<file path="src/rtl/mips_ctrl_pkg.sv">
// Shared types and encodings for the multicycle MIPS control unit.
// MIPS_MUL_EN (optional) adds the mul funct to the ALU decoder.
package mips_ctrl_pkg;

  typedef enum logic [3:0] {
    S_FETCH   = 4'd0,
    S_DECODE  = 4'd1,
    S_MEMADR  = 4'd2,
    S_MEMRD   = 4'd3,
    S_MEMWB   = 4'd4,
    S_MEMWR   = 4'd5,
    S_EXECUTE = 4'd6,
    S_ALUWB   = 4'd7,
    S_BRANCH  = 4'd8,
    S_ADDIEX  = 4'd9,
    S_ADDIWB  = 4'd10,
    S_JUMP    = 4'd11
  } state_t;

  typedef enum logic [1:0] {
    ALUOP_ADD   = 2'b00,
    ALUOP_SUB   = 2'b01,
    ALUOP_FUNCT = 2'b10
  } aluop_t;

  localparam logic [5:0] OP_R    = 6'b000000;
  localparam logic [5:0] OP_LW   = 6'b100011;
  localparam logic [5:0] OP_SW   = 6'b101011;
  localparam logic [5:0] OP_BEQ  = 6'b000100;
  localparam logic [5:0] OP_ADDI = 6'b001000;
  localparam logic [5:0] OP_J    = 6'b000010;

  localparam logic [5:0] FN_ADD = 6'b100000;
  localparam logic [5:0] FN_SUB = 6'b100010;
  localparam logic [5:0] FN_AND = 6'b100100;
  localparam logic [5:0] FN_OR  = 6'b100101;
  localparam logic [5:0] FN_SLT = 6'b101010;
  localparam logic [5:0] FN_MUL = 6'b011000;

  localparam logic [2:0] ALUC_AND = 3'b000;
  localparam logic [2:0] ALUC_OR  = 3'b001;
  localparam logic [2:0] ALUC_ADD = 3'b010;
  localparam logic [2:0] ALUC_SUB = 3'b100;
  localparam logic [2:0] ALUC_MUL = 3'b101;
  localparam logic [2:0] ALUC_SLT = 3'b110;

endpackage

</file>
<file path="src/rtl/mips_multicycle_ctrl_alu_decoder.sv">
// ALU decoder: ALUOp + Funct -> ALUControl, flags functs the ALU cannot execute.
// MIPS_MUL_EN enables funct 011000 (mul).
module alu_decoder
  import mips_ctrl_pkg::*;
#(
  parameter int FUNCT_W = 6,
  parameter int ALUC_W  = 3
) (
  input  aluop_t             ALUOp,
  input  logic [FUNCT_W-1:0] Funct,
  output logic [ALUC_W-1:0]  ALUControl,
  output logic               FunctIllegal
);

  always_comb begin
    ALUControl   = ALUC_ADD;
    FunctIllegal = 1'b0;
    case (ALUOp)
      ALUOP_ADD: ALUControl = ALUC_ADD;
      ALUOP_SUB: ALUControl = ALUC_SUB;
      ALUOP_FUNCT: begin
        case (Funct)
          FN_ADD:  ALUControl = ALUC_ADD;
          FN_SUB:  ALUControl = ALUC_SUB;
          FN_AND:  ALUControl = ALUC_AND;
          FN_OR:   ALUControl = ALUC_OR;
          FN_SLT:  ALUControl = ALUC_SLT;
`ifdef MIPS_MUL_EN
          FN_MUL:  ALUControl = ALUC_MUL;
`endif
          default: FunctIllegal = 1'b1;
        endcase
      end
      default: ALUControl = ALUC_ADD;
    endcase
  end

endmodule

</file>
<file path="src/rtl/mips_multicycle_ctrl.sv">
// Moore control FSM for the multicycle MIPS datapath; outputs decode straight from state.
// MIPS_MUL_EN (via alu_decoder) makes the mul funct a legal R-type.
module mips_multicycle_ctrl
  import mips_ctrl_pkg::*;
#(
  parameter int OP_W    = 6,
  parameter int FUNCT_W = 6,
  parameter int ALUC_W  = 3
) (
  input  logic              clk,
  input  logic              reset,
  input  logic [OP_W-1:0]   Op,
  input  logic [FUNCT_W-1:0] Funct,
  input  logic              Zero,
  output logic              IorD,
  output logic              MemWrite,
  output logic              IRWrite,
  output logic              RegDst,
  output logic              MemtoReg,
  output logic              RegWrite,
  output logic              ALUSrcA,
  output logic [1:0]        ALUSrcB,
  output logic [1:0]        PCSrc,
  output logic              PCEn,
  output logic [ALUC_W-1:0] ALUControl,
  output logic              IllegalOp
);

  state_t r_state, w_next;
  aluop_t w_aluop;
  logic   w_pcwrite, w_branch, w_funct_ill;

  alu_decoder #(.FUNCT_W(FUNCT_W), .ALUC_W(ALUC_W)) u_aludec (
    .ALUOp       (w_aluop),
    .Funct       (Funct),
    .ALUControl  (ALUControl),
    .FunctIllegal(w_funct_ill)
  );

  always_ff @(posedge clk) begin
    if (reset) r_state <= S_FETCH;
    else       r_state <= w_next;
  end

  // Reset skips the decode entirely, so every enable and select stays at its default.
  always_comb begin
    w_next    = S_FETCH;
    w_aluop   = ALUOP_ADD;
    w_pcwrite = 1'b0;
    w_branch  = 1'b0;
    IorD      = 1'b0;
    MemWrite  = 1'b0;
    IRWrite   = 1'b0;
    RegDst    = 1'b0;
    MemtoReg  = 1'b0;
    RegWrite  = 1'b0;
    ALUSrcA   = 1'b0;
    ALUSrcB   = 2'b00;
    PCSrc     = 2'b00;
    IllegalOp = 1'b0;
    if (!reset) begin
      case (r_state)
        S_FETCH: begin
          IRWrite   = 1'b1;
          w_pcwrite = 1'b1;
          ALUSrcB   = 2'b01;
          w_next    = S_DECODE;
        end
        S_DECODE: begin
          ALUSrcB = 2'b11;
          case (Op)
            OP_LW, OP_SW: w_next = S_MEMADR;
            OP_R:         w_next = S_EXECUTE;
            OP_BEQ:       w_next = S_BRANCH;
            OP_ADDI:      w_next = S_ADDIEX;
            OP_J:         w_next = S_JUMP;
            default:      IllegalOp = 1'b1;
          endcase
        end
        S_MEMADR: begin
          ALUSrcA = 1'b1;
          ALUSrcB = 2'b10;
          w_next  = (Op == OP_LW) ? S_MEMRD : S_MEMWR;
        end
        S_MEMRD: begin
          IorD   = 1'b1;
          w_next = S_MEMWB;
        end
        S_MEMWB: begin
          RegWrite = 1'b1;
          MemtoReg = 1'b1;
        end
        S_MEMWR: begin
          IorD     = 1'b1;
          MemWrite = 1'b1;
        end
        S_EXECUTE: begin
          ALUSrcA   = 1'b1;
          w_aluop   = ALUOP_FUNCT;
          IllegalOp = w_funct_ill;
          w_next    = w_funct_ill ? S_FETCH : S_ALUWB;
        end
        S_ALUWB: begin
          RegWrite = 1'b1;
          RegDst   = 1'b1;
        end
        S_BRANCH: begin
          ALUSrcA  = 1'b1;
          w_aluop  = ALUOP_SUB;
          PCSrc    = 2'b01;
          w_branch = 1'b1;
        end
        S_ADDIEX: begin
          ALUSrcA = 1'b1;
          ALUSrcB = 2'b10;
          w_next  = S_ADDIWB;
        end
        S_ADDIWB: RegWrite = 1'b1;
        S_JUMP: begin
          PCSrc     = 2'b10;
          w_pcwrite = 1'b1;
        end
        default: w_next = S_FETCH;
      endcase
    end
    PCEn = w_pcwrite | (w_branch & Zero);
  end

endmodule

</file>
<file path="config.mk">
export PLATFORM = sky130hd
export DESIGN_NAME = mips_multicycle_ctrl
export DESIGN_NICKNAME = d
export VERILOG_FILES = /design/src/rtl/mips_ctrl_pkg.sv /design/src/rtl/mips_multicycle_ctrl_alu_decoder.sv /design/src/rtl/mips_multicycle_ctrl.sv
export SDC_FILE = /design/constraint.sdc
export NUM_CORES = 1
export LEC_CHECK = 0
export CAP_MARGIN = 5
export CORE_MARGIN = 1.5
export CORE_UTILIZATION = 42
export DETAILED_ROUTE_END_ITERATION = 7
export GPL_TIMING_DRIVEN = 0
export PLACE_DENSITY = 0.8
export RECOVER_POWER = 50
export SYNTH_ARGS = -nofsm -noshare
export SYNTH_HDL_FRONTEND = slang
export SYNTH_HIERARCHICAL = 1
export SYNTH_SLANG_ARGS = --single-unit
</file>
<file path="constraint.sdc">
create_clock -name clk -period 4.87 [get_ports clk]
set_input_delay 1.2175 -clock clk [delete_from_list [all_inputs] [get_ports clk]]
set_output_delay 1.2175 -clock clk [all_outputs]
set_load 0.1 [all_outputs]
</file>
==> summary.txt <==
Run status
  • Status: complete, no violations

Final layout
  • Fillers: 121
  • Most common cell after layout, fill and taps aside: clkdlybuf4s50_1
  • Area of the multi-input gates: 541 um2
  • Syn-to-layout area delta: 59.3%
  • Largest regs: r_state: 4 flops
  • Ant diodes: 0
  • Layout net count: 144
  • Top reg by flops: r_state
  • FF+latch area: 80.1 um2
  • Share of cells above drive strength 1: 14.4%
  • Largest register FFs: 4
  • Most frequent cells in the layout: clkdlybuf4s50_1 (19), nor2_1 (14), dlygate4sd3_1 (7)
  • Final Util: 74.1%

Routing
  • Drt total wl: 1810 um
  • Vias per cell: 5.94
  • DRC violations left: 0
  • First drt pass iteration count: 4
  • Drt first-iter violations: 13
  • ANT nets after route: 0
  • Vias: 832
  • Drt wl/cell: 12.9 um

Timing
  • Unrepaired setup endpoints after global routing: false
  • Setup violations, final: 0
  • Worst slew pin tran: 0.978 ns
  • Min Hold Slack: 0.731 ns
  • Fmax: 213 MHz
  • Max_slew headroom: 34.6%
  • Tmin final: 4.70 ns
  • Max-slew violations: 0
  • Worst Skew: 0.00746 ns
  • Fin crit share: 96.6%
  • Final hold viol count: 0

Logic synthesis
  • Post-synth EDFFs: 0
  • FF+latch count, synth: 4
  • Synth top area cells: dfxtp_1 (13%), nor2_1 (8.5%), nand2b_1 (6.0%)
  • Ys Warns: 6
  • Syn avg cell area: 6.75 um2
  • Mapped Cells: 92
  • Synth Flop Type: dfxtp_1
  • Seq/Total Area, Yosys: 12.9%
  • Synth area leader: dfxtp_1
  • Yosys cell types: 37
  • Cell Area, Synth: 621 um2
  • Post-synth ARST share: 0%
  • Synth Net Count: 109
  • Synth top area share: 12.9%

Floorplan
  • Starting Density: 46.5%
  • Die extent in x: 41.4 um
  • I/O pin cnt: 31
  • Die extent in y: 41.4 um
  • DIE AREA: 1720 um2
  • Rows: 13
  • Core box area: 1330 um2

GRT
  • Grt ovf: 0
  • Global route hottest layer: met2
  • Largest net degree at the start of global routing: 11
  • Initial antenna violation count: 0
  • GRT Resource Usage Total: 22.8%
  • M3 GR Usage: 5.65%
  • Global-route wire length before repair: 3190 um
  • Vias in the first global route: 792
  • Met2 Track Usage GR: 38.8%
  • Met1 global-route usage: 27.6%

Clocking
  • Clk root buf: clkbuf_4
  • CTS tree: done
  • Clk Latency, worst-skew pair: 0.24 ns
  • Deepest clock path buffer count: 2
  • Htree depth: 1
  • Post-CTS Setup Bufs: 0
  • CTS Buf Count: 3
  • Cts hold-fix bufs: 0
  • Post-cts resize count: 15
  • Sink Count: 4
  • Clock transition at the registers of the reported paths: 0.04 ns

Worst setup path
  • Element type at the critical path start: input port
  • Worst EP required: 3.65 ns
  • Crit path max fanout: 4
  • Crit path DAT: 3.49 ns
  • Critical path type: in -> out
  • CP Capture Type: output pin

Job
  • Max-cap violations: 0

Placed design
  • Hpwl dp: 1460 um
  • IO Port Bufs: 30
  • RD Place Congestion: 0.850

Pwr
  • VDD IR max: 112 uV
  • Pwr/cell area: 147 nW/um2
  • Leak pwr: 0.000331 uW

Worst hold path
  • Worst Hold Class: reg -> reg
## cells by family (layout without fill, tap and decap cells)
logic type	Yosys count	count (layout)	share of synthesized area, %
mux	1	1	1.61
simple gates	50	50	48.4
buf+inv	11	44	7.06
xor+xnor	2	2	2.82
compound gates	22	22	23.2
flops	4	4	12.9
fa+ha+maj	2	2	4.03
## area by class of cell
| type | instances | share of cell area [%] |
|---|---|---|
| Sequential cell | 4 | 8.10 |
| Multi-Input combinational cell | 77 | 54.7 |
| Inverter | 6 | 2.28 |
| Clock buffer | 3 | 2.28 |
| Tap cell | 15 | 1.90 |
| Timing Repair Buffer | 30 | 28.6 |
| Buffer | 5 | 2.15 |
## stage by stage
stage / instances / total power, uW / setup slack, ns / cell area [um2] / setup TNS (ns)
5_1_grt: 140 / 154 / 0.0332 / 988 / 0
3_5_place_dp: 137 / 105 / -0.613 / 977 / -2.23
4_1_cts: 140 / 147 / 0.00210 / 997 / 0
2_1_floorplan: 92 / 79.1 / -0.0407 / 658 / -0.0407
6_report: 140 / 146 / 0.167 / 988 / 0
3_3_place_gp: 137 / 104 / -0.567 / 977 / -1.92
## worst max-delay path, cell delays in order
cell	delay (ns)
clkdlybuf4s50_1	0.49
or3b_1	0.46
nor2_1	0.11
dlygate4sd3_1	1.20
## report_power, final
part / internal, uW / total (uW) / switching (uW)
sequential: 34.0 / 35.7 / 1.75
clock: 27.6 / 41.9 / 14.3
combinational: 23.4 / 68.0 / 44.7
total: 85.0 / 146 / 60.7
## Yosys cell counts (all sizes together), types with 2 or more instances
master	instances
a211oi	4
nand3	2
buf	2
or4	3
nor3	4
clkbuf	3
dfxtp	4
nor2b	2
inv	6
nor2	14
nand2b	6
nor4	4
ha	2
a21oi	5
o21ai	6
nand4	4
nand2	5
## per-layer routing
layer | vias to the layer above | part of all wire, %
li1 | 412 | -
met5 | - | 0
met3 | 2 | 4.1
met1 | 392 | 43
met4 | 0 | 0.77
met2 | 26 | 52
## path summary, 6_finish.rpt
check | startpoint | endpoint | slack, ns | cells after the start
max reg2reg | r_state[2] | r_state[2] | 2.47 | 9
min | r_state[1] | r_state[1] | 0.73 | 4
max | reset | RegDst | 0.17 | 4
min reg2reg | r_state[1] | r_state[1] | 0.73 | 4
No activity file was read; power rests on OpenSTA's default activity.
